==> config.mk <==
export PLATFORM = sky130hd
export DESIGN_NAME = decode_prefetch_queue
export DESIGN_NICKNAME = d
export VERILOG_FILES = /design/src/rtl/decode_prefetch_queue.sv
export SDC_FILE = /design/constraint.sdc
export NUM_CORES = 1
export LEC_CHECK = 0
export CORE_AREA = 4 4 201 164
export DETAILED_ROUTE_END_ITERATION = 8
export DIE_AREA = 0 0 205 168
export DONT_BUFFER_PORTS = 1
export PLACE_DENSITY = 0.7
export SLEW_MARGIN = 30
export SYNTH_ARGS = -nofsm -noshare
export SYNTH_HDL_FRONTEND = slang
export SYNTH_SLANG_ARGS = --single-unit
==> constraint.sdc <==
create_clock -name i_clk -period 6.6 [get_ports i_clk]
set_input_delay 1.98 -clock i_clk [delete_from_list [all_inputs] [get_ports i_clk]]
set_output_delay 1.98 -clock i_clk [all_outputs]
set_load 0.01 [all_outputs]
==> src/rtl/decode_prefetch_queue.sv <==
// Byte-granular instruction prefetch queue feeding decode.
// Accepts 32-bit code words, presents an 8-byte window, advances by consumed count.
module decode_prefetch_queue #(
  parameter int DEPTH = 16,
  parameter int CW    = $clog2(DEPTH) + 1
) (
  input  logic            i_clk,
  input  logic            i_reset,
  input  logic            i_flush,
  input  logic [1:0]      i_flush_offset,
  input  logic            i_fetch_valid,
  input  logic [31:0]     i_fetch_data,
  output logic            o_fetch_ready,
  output logic [7:0][7:0] o_window,
  output logic [3:0]      o_window_count,
  input  logic            i_consume_valid,
  input  logic [3:0]      i_consume,
  output logic [CW-1:0]   o_count,
  output logic            o_underrun
);

  localparam int PW = $clog2(DEPTH);

  logic [7:0]    r_buf [DEPTH];
  logic [PW-1:0] r_head;
  logic [PW-1:0] r_tail;
  logic [CW-1:0] r_count;
  logic [1:0]    r_pend;
  logic          r_under;

  logic [3:0]    w_wcnt;
  logic          w_acc;
  logic [2:0]    w_push;
  logic          w_over;
  logic [3:0]    w_eff;
  logic [31:0]   w_shift;

  assign w_wcnt  = (r_count >= CW'(8)) ? 4'd8 : r_count[3:0];
  assign o_fetch_ready = (r_count <= CW'(DEPTH - 4));
  assign w_acc   = i_fetch_valid && o_fetch_ready && !i_flush;
  assign w_push  = w_acc ? (3'd4 - {1'b0, r_pend}) : 3'd0;
  assign w_over  = i_consume_valid && (i_consume > w_wcnt);
  assign w_eff   = !i_consume_valid ? 4'd0 :
                   w_over ? w_wcnt : i_consume;
  // Drop the bytes preceding an unaligned branch target.
  assign w_shift = i_fetch_data >> {r_pend, 3'b000};

  always_ff @(posedge i_clk) begin
    if (w_acc && !i_reset) begin
      for (int j = 0; j < 4; j++) begin
        if (3'(j) < w_push)
          r_buf[r_tail + PW'(j)] <= w_shift[8*j +: 8];
      end
    end
  end

  always_ff @(posedge i_clk or posedge i_reset) begin
    if (i_reset) begin
      r_head  <= '0;
      r_tail  <= '0;
      r_count <= '0;
      r_pend  <= '0;
      r_under <= 1'b0;
    end else if (i_flush) begin
      r_head  <= '0;
      r_tail  <= '0;
      r_count <= '0;
      r_pend  <= i_flush_offset;
      r_under <= 1'b0;
    end else begin
      r_head  <= r_head + PW'(w_eff);
      r_tail  <= r_tail + PW'(w_push);
      r_count <= r_count + CW'(w_push) - CW'(w_eff);
      if (w_acc)
        r_pend <= 2'd0;
      if (w_over)
        r_under <= 1'b1;
    end
  end

  always_comb begin
    logic [PW-1:0] v_idx;
    v_idx    = '0;
    o_window = '0;
    for (int i = 0; i < 8; i++) begin
      v_idx = r_head + PW'(i);
      if (4'(i) < w_wcnt)
        o_window[i] = r_buf[v_idx];
    end
  end

  assign o_window_count = w_wcnt;
  assign o_count        = r_count;
  assign o_underrun     = r_under;

endmodule
; Word-level counts from Yosys, hierarchy flattened
; Memory sizes are Yosys's and may differ from the RTL's.
; Cells that the tools add are included.
[word_totals]
regBits = 16
mem_bits_rw = 128
input_bits = 43
out_inout_bits = 75
elab_cells = 76
mem_count = 1
[mem_list]
columns = memory, words, word_bits, rd, rd_ports_with_merged_regs, wr, line
row1 = r_buf, 16, 8, 8, 0, 4, 24  ; logic [7:0] r_buf [DEPTH];
[op_classes]
add_sub_neg = 15
n_lt_le_gt_ge = 15
n_shift = 1
mux = 31
reduce_logical = 8
[ops]
columns = cell, count
row1 = $mux W8, 8
row2 = $shr A32 B5 Y32, 1
row3 = $mux W4, 5
row4 = $add A4 B2 Y4 const B, 4
row5 = $add A4 B3 Y4 const B, 4
row6 = $lt A3 B4 Y1 const A, 4
row7 = $mux W1, 14
row8 = $add A4 B1 Y4 const B, 2
row9 = $lt A1 B4 Y1 const A, 2
row10 = $lt A2 B4 Y1 const A, 2
row11 = $lt A1 B3 Y1 const A, 2
row12 = $lt A2 B3 Y1 const A, 2
row13 = $add A5 B3 Y5, 1
row14 = $ge A5 B4 Y1 const B, 1
row15 = $le A5 B4 Y1 const B, 1
row16 = $mux W5, 1
row17 = $sub A5 B4 Y5, 1
row18 = $add A4 B3 Y4, 1
row19 = $add A4 B4 Y4, 1
row20 = $gt A4 B4 Y1, 1
row21 = $logic_and A1 B1 Y1, 4
row22 = $mux W2, 2
row23 = $reduce_bool A2 Y1, 2
row24 = $mux W3, 1
row25 = other kinds (2), 3

; Longest topological paths before layout
[depth]
depth_word = 8
depth_mapped = 17
depth_no_buf = 17

; Worst setup path after synthesis
; Ideal clock, no wire load.
[synth_path]
path_kind = flip-flop to output port
start = reg r_head[1]
end = out o_window[56] (netlist name)
arrival_time_ps = 3602
t_required_ps = 4620
slack_ps = 1018
stages_incl_launch_ff = 11
n_path_buf = 5
path_cell_list = dfrtp_1 > buf_2 > clkbuf_1 > clkbuf_1 > inv_1 > ha_1 > clkbuf_1 > clkbuf_1 > mux4_2 > mux4_2 > and2_1
[synth_lines]
columns = element, line
row1 = start: declaration, 25  ; logic [PW-1:0] r_head;
row2 = start signal: assignment, 71  ; r_head <= r_head + PW'(w_eff);
row3 = end: declaration, 14  ; output logic [7:0][7:0] o_window,

==> impl_metrics.py <==
metrics = {
    "outcome": {
        "status": "finished, final reports clean",
    },
    "yosys": {
        "synth_area_leaders": "mux4_2 26%, edfxtp_1 25%, mux2i_1 4.8%",
        "ys_seq_area_frac": 0.277,
        "syn_nets": 1566,
        "synth_top_area_share": 0.256,
        "syn_area_per_cell_um2": 10.3,
        "synthFlopType": "edfxtp_1",
        "synthArstFlopShare": 0.111,
        "synth_cell_types": 62,
        "synth_enable_flop_cells": 128,
        "yosysMostFrequentCell": "nor2_1",
        "ys_ff_latch": 144,
        "synthesis.area_um2": 15300,
        "synth_largest_area_cell": "mux4_2",
        "netlist_instances": 1492,
        "yosys_warnings": 0,
        "synthTopCellsByCount": "182 x nor2_1, 174 x mux4_2, 128 x edfxtp_1",
    },
    "finish": {
        "fin_nets": 1482,
        "syn2layout_area_growth_pct": 6.59,
        "final_cells": 1845,
        "drive_gt1_frac": 0.209,
    },
    "clock_network": {
        "clk_pin_slew_worst_paths_ps": 60,
        "clockRootBuffer": "clkbuf_16",
        "post_cts_resized": 0,
        "clock_tree.buffer_depth": 2,
        "ctsHtreeMaxLevel": 4,
        "post_cts_buffers": 0,
        "clock_latency_ps": 450,
        "numCtsBuffers": 17,
        "cts.sinks": 144,
        "hold_buffers": 0,
        "tritoncts": "done",
    },
    "sta": {
        "setup_tns_ps": 0,
        "finalSetupViolations": 0,
        "grt_setup_unrepaired": "false",
        "slew_viol_final": 0,
        "worst_slack_ps": 1210,
        "min_period_ps": 5390,
        "hold_viol": 0,
        "max_clock_freq_mhz": 185,
        "max-slew-margin-rel": 0.260,
        "tightestPinTransition_ps": 1110,
        "skew_ps": 20.3,
        "period_share": 0.817,
    },
    "worst_setup_path": {
        "cp_slowest_cell": "buf_4",
        "cp-start-kind": "flip-flop",
        "cp_num_buf_inv": 1,
        "reg2reg_to": "r_buf[3][0]",
        "critPathMaxStageDelay_ps": 670,
        "r2r_setup_slack_ps": 1880,
        "cp-end-kind": "output port",
        "reg2reg_depth": 9,
        "critPathRequiredTime_ps": 4620,
        "critPathMaxFanout": 51,
        "crit_chain": "buf_4 > ha_1 > xor2_4 > a211oi_1 > a211oi_1",
        "critPathKind": "reg2out",
        "crit_path_frequent_cell": "a211oi_1",
        "path_delay_family": "buffers and inverters",
        "reg2reg_from": "r_pend[0]",
        "arrival_ps": 3410,
    },
    "drt": {
        "vias_per_cell": 7.84,
        "drcViolationCount": 0,
        "first_pass_iters": 7,
        "totalWireLength_um": 67100,
        "vias": 14500,
        "dr.first_iter.drc_count": 2816,
        "wire_per_inst_um": 36.4,
        "ant_nets": 0,
    },
    "placement": {
        "io_buffers": 0,
        "dp_slack_ps": 1320,
        "place_congestion": 1.16,
        "dp_hpwl_um": 50300,
        "dpl.cell_count": 1807,
    },
    "die": {
        "dieArea_um2": 34400,
        "die_h_um": 168,
        "initial_core_util": 0.494,
        "rows": 58,
        "die-width_um": 205,
        "coreArea_um2": 31000,
        "pin_count": 118,
    },
    "grt": {
        "grt_pass1_wl_um": 95000,
        "met3_usage": 0.185,
        "top_usage_layer": "met1",
        "grt_max_degree": 135,
        "antenna_found_initial": 5,
        "grt_pass1_vias": 13100,
        "grt_usage": 0.381,
        "grt.met2_usage": 0.518,
        "global_route.usage.met1": 0.522,
        "gr-total-overflow": 0,
    },
    "worst_hold_path": {
        "hold_start": "o_underrun",
        "hold_end": "o_underrun",
        "hold_class": "reg2reg",
        "hold_depth": 2,
    },
    "pwr": {
        "p_comb_frac": 0.648,
        "seq_power_share": 0.188,
        "p_per_area_nw_per_um2": 392,
        "leakage_nw": 5.53,
        "switching_share": 0.459,
        "pwr-share-clk": 0.164,
        "vdd_drop_max_mv": 0.202,
        "intPower_mw": 3.46,
        "total_power_mw": 6.40,
        "power.switching_mw": 2.94,
    },
    "run": {
        "max-cap-violations": 0,
    },
}
## power by group through the flow
stage	Combinational [mW]	Clock [mW]	Sequential (mW)
after detailed placement	3.99	0	1.22
after global routing	4.32	1.10	1.21
after global placement	3.92	0	1.21
after CTS	4.00	1.05	1.20
after floorplan	3.04	0	1.13
final	4.14	1.05	1.20
## worst reg2reg max path: cells and delay by family, from the launching register on
kind | cells | cell delay, ps
AO/OA/AOI/OAI | 3 | 1410
adder cells (fa/ha/maj) | 1 | 390
AND/OR/NAND/NOR | 3 | 1230
flip-flops | 1 | 920
buffers and inverters | 2 | 430
## cell type report
cell class,instances,area (µm²)
diodes,4,10.0
clock buffers,20,437
clock inverters,12,183
fillers,2691,14700
inverters,27,101
multi-input cells,1187,10600
flip-flops and latches,144,4250
well taps,420,526
repair buffers,31,263
## stage by stage
stage	util	hold WS, ps	cell area [µm²]
after floorplan	-	544	15300
after global routing	0.526	642	16300
after CTS	0.524	610	16200
after detailed placement	0.504	600	15600
after global placement	0.502	572	15500
final	0.527	610	16300
## kinds of logic after synthesis
family                   after synthesis  share of synthesized area
XOR/XNOR                              23                     0.0132
adder cells (fa/ha/maj)               31                     0.0278
AND/OR/NAND/NOR                      454                      0.146
flip-flops                           144                      0.277
AO/OA/AOI/OAI                        418                      0.177
multiplexers                         261                      0.314
buffers and inverters                161                     0.0447
## cell usage in the layout, fill, tap and decap left out, types with 9 or more instances in the layout
cell type  instances
a211oi_1          76
mux2_2            13
and2_1            32
xor2_1            11
mux4_2           174
nand3_1           17
buf_4             28
nor2b_1           62
nand2_1           91
a21oi_1           65
a221oi_1          37
mux2i_1           74
nand4_1           13
dfrtp_1           14
o211ai_1           9
inv_1             23
o22ai_1           68
ha_1              25
o21ai_0          100
or2_2             10
a21o_1            13
xnor2_1            9
a31oi_1           11
clkbuf_16         17
edfxtp_1         128
nor2_1           180
## routing by layer
metal | vias up | wire (µm)
li1 | 5759 | -
met1 | 6911 | 24400
met2 | 1497 | 26400
met3 | 285 | 12400
met4 | 6 | 3870
met5 | - | 96
## state kept, by name, summed over array words and instances, names as in the netlist
register	flops
r_buf	128
r_tail	4
r_head	4
o_underrun	1
o_count	5
r_pend	2
## how the worst max path moves through the flow
stage,start,end,depth (start not counted)
final,r_head[1],o_window[14],5
after floorplan,r_head[1],o_window[56],10
after detailed placement,i_consume[1],o_count[4],14
after global routing,r_head[1],o_window[14],5
after global placement,i_consume[1],o_count[4],14
after CTS,r_head[1],o_window[14],5
Note: power is estimated with default switching activity, not from simulation.
==> variant, RTL diff (same settings) <==
Add an input register stage for `i_flush_offset`; this delays it by one clock. The other inputs are not delayed to match.
--- a/src/rtl/decode_prefetch_queue.sv
+++ b/src/rtl/decode_prefetch_queue.sv
@@ -20,6 +20,12 @@
 );
 
   localparam int PW = $clog2(DEPTH);
+
+  logic [1:0] i_flush_offset_q;
+
+  always_ff @(posedge i_clk) begin
+    i_flush_offset_q <= i_flush_offset;
+  end
 
   logic [7:0]    r_buf [DEPTH];
   logic [PW-1:0] r_head;
@@ -65,7 +71,7 @@
       r_head  <= '0;
       r_tail  <= '0;
       r_count <= '0;
-      r_pend  <= i_flush_offset;
+      r_pend  <= i_flush_offset_q;
       r_under <= 1'b0;
     end else begin
       r_head  <= r_head + PW'(w_eff);
Behaviour: not the same (a bounded check fails within 4 cycles, from zero or initial values and one cycle with i_reset high).
==> variant against the original RTL <==
Sequential cell count up 2; cell area up 3.5%; register-to-register slack better by 0.17 ns; wire length up 4.8%; sequential share of layout area down 0.65 points; global-route usage up 1.9 points; area after synthesis up 3.6%; combinational power up 7.7%; via count up 1.7%; power up 4.5%; setup slack worse by 0.057 ns; largest power group unchanged.
==> variant: results (changes against the original RTL) <==
metric	value	unit	change
total power	6.69	mW	+4.5%
Leakage	5.73	nW	+3.5%
# H-tree levels	4		unchanged
relative slew slack	24.9	%	-1.1 points
CP max-delay cell	ha_2		
Worst path top cell family by delay	multiplexers		
Initial DRC Count	3235		+15%
slowest stage delay, CP	0.90	ns	+0.23 ns
status	completed		
vias per cell	8.09		+3.2%
power share of the clock group	15.4	%	-1.0 points
share of total power in combinational logic	66.7	%	+1.9 points
Crit path arrival time	3.47	ns	+0.06 ns
Synth area leaders	mux4_2 (25%), edfxtp_1 (24%), mux2i_1 (10%)		
top cells by count, synth	mux4_2 (174), mux2i_1 (158), edfxtp_1 (128)		
initial antenna violation count	1		-4
share of layout cells above drive strength 1	23.4	%	+2.5 points
hpwl dp	53.6	mm	+6.6%
Pint	3.56	mW	+2.9%
Mapped Avg Cell Area	10.9	um^2	+6.4%
Cell variety after synth	74		+19%
GPL Wtd Cong	1.04		-10%
ys async rst share	11.0	%	-0.15 points
dpl cells	1782		-1.4%
worst-path fanout max	34		-33%
sequential-to-total area share from yosys stat	27.0	%	-0.70 points
DR WL/cell	38.6	um	+6.3%
first-pass GRT wire length	99.2	mm	+4.4%
worst vdd ir	300	uV	+48%
## variant: layout make-up
| type | instances | area, um^2 |
|---|---|---|
| antenna | 2 | 5.00 |
| clock inverter | 14 | 178 |
| timing repair buffer | 56 | 465 |
| multi-input combinational | 1141 | 10900 |
| fill | 2718 | 14100 |
| inverter | 22 | 82.6 |
| sequential | 146 | 4290 |
| tap | 420 | 526 |
| clock buffer | 18 | 429 |
## variant: worst paths after layout
| kind | start | endpoint | slack [ns] | depth (start not counted) |
|---|---|---|---|---|
| hold reg to reg | i_flush_offset_q[0] | r_pend[0] | 0.57 | 2 |
| setup reg to reg | r_pend[0] | r_buf[2][4] | 2.05 | 8 |
| hold / removal | i_flush_offset_q[0] | r_pend[0] | 0.57 | 2 |
| max in group asynchronous | i_reset | r_head[0] | 4.49 | 1 |
| min in group asynchronous | i_reset | r_pend[0] | 1.56 | 1 |
| setup / recovery | r_head[1] | o_window[10] | 1.15 | 6 |
## variant: cells by family after synthesis
group | Yosys count | synth area share, %
muxes | 345 | 35.7
buffers and inverters | 165 | 4.56
xor gates and xnor gates | 21 | 1.16
adders and majority gates | 31 | 2.68
and+or+nand+nor | 406 | 13.9
DFF | 146 | 27.0
AOI/OAI and AO/OA | 338 | 15.0
## variant: stage by stage
stage                     instance area [um^2]  util (%)  hold WS (ns)  setup slack (ns)
after floorplan                          15900         -         0.412              1.13
after global placement                   16200      52.3         0.526              1.65
after detailed placement                 16200      52.4         0.524              1.58
after CTS                                16900      54.4         0.545              1.20
after global routing                     16900      54.5         0.578              1.05
final                                    16900      54.5         0.572              1.15
## variant: routing by layer
layer	track usage, %	routed length (um)	vias up
met3	21.1	13200	211
met4	14.8	3750	0
met2	53.4	27500	1437
li1	-	-	5815
met1	55.3	25900	7246
met5	0	0	-
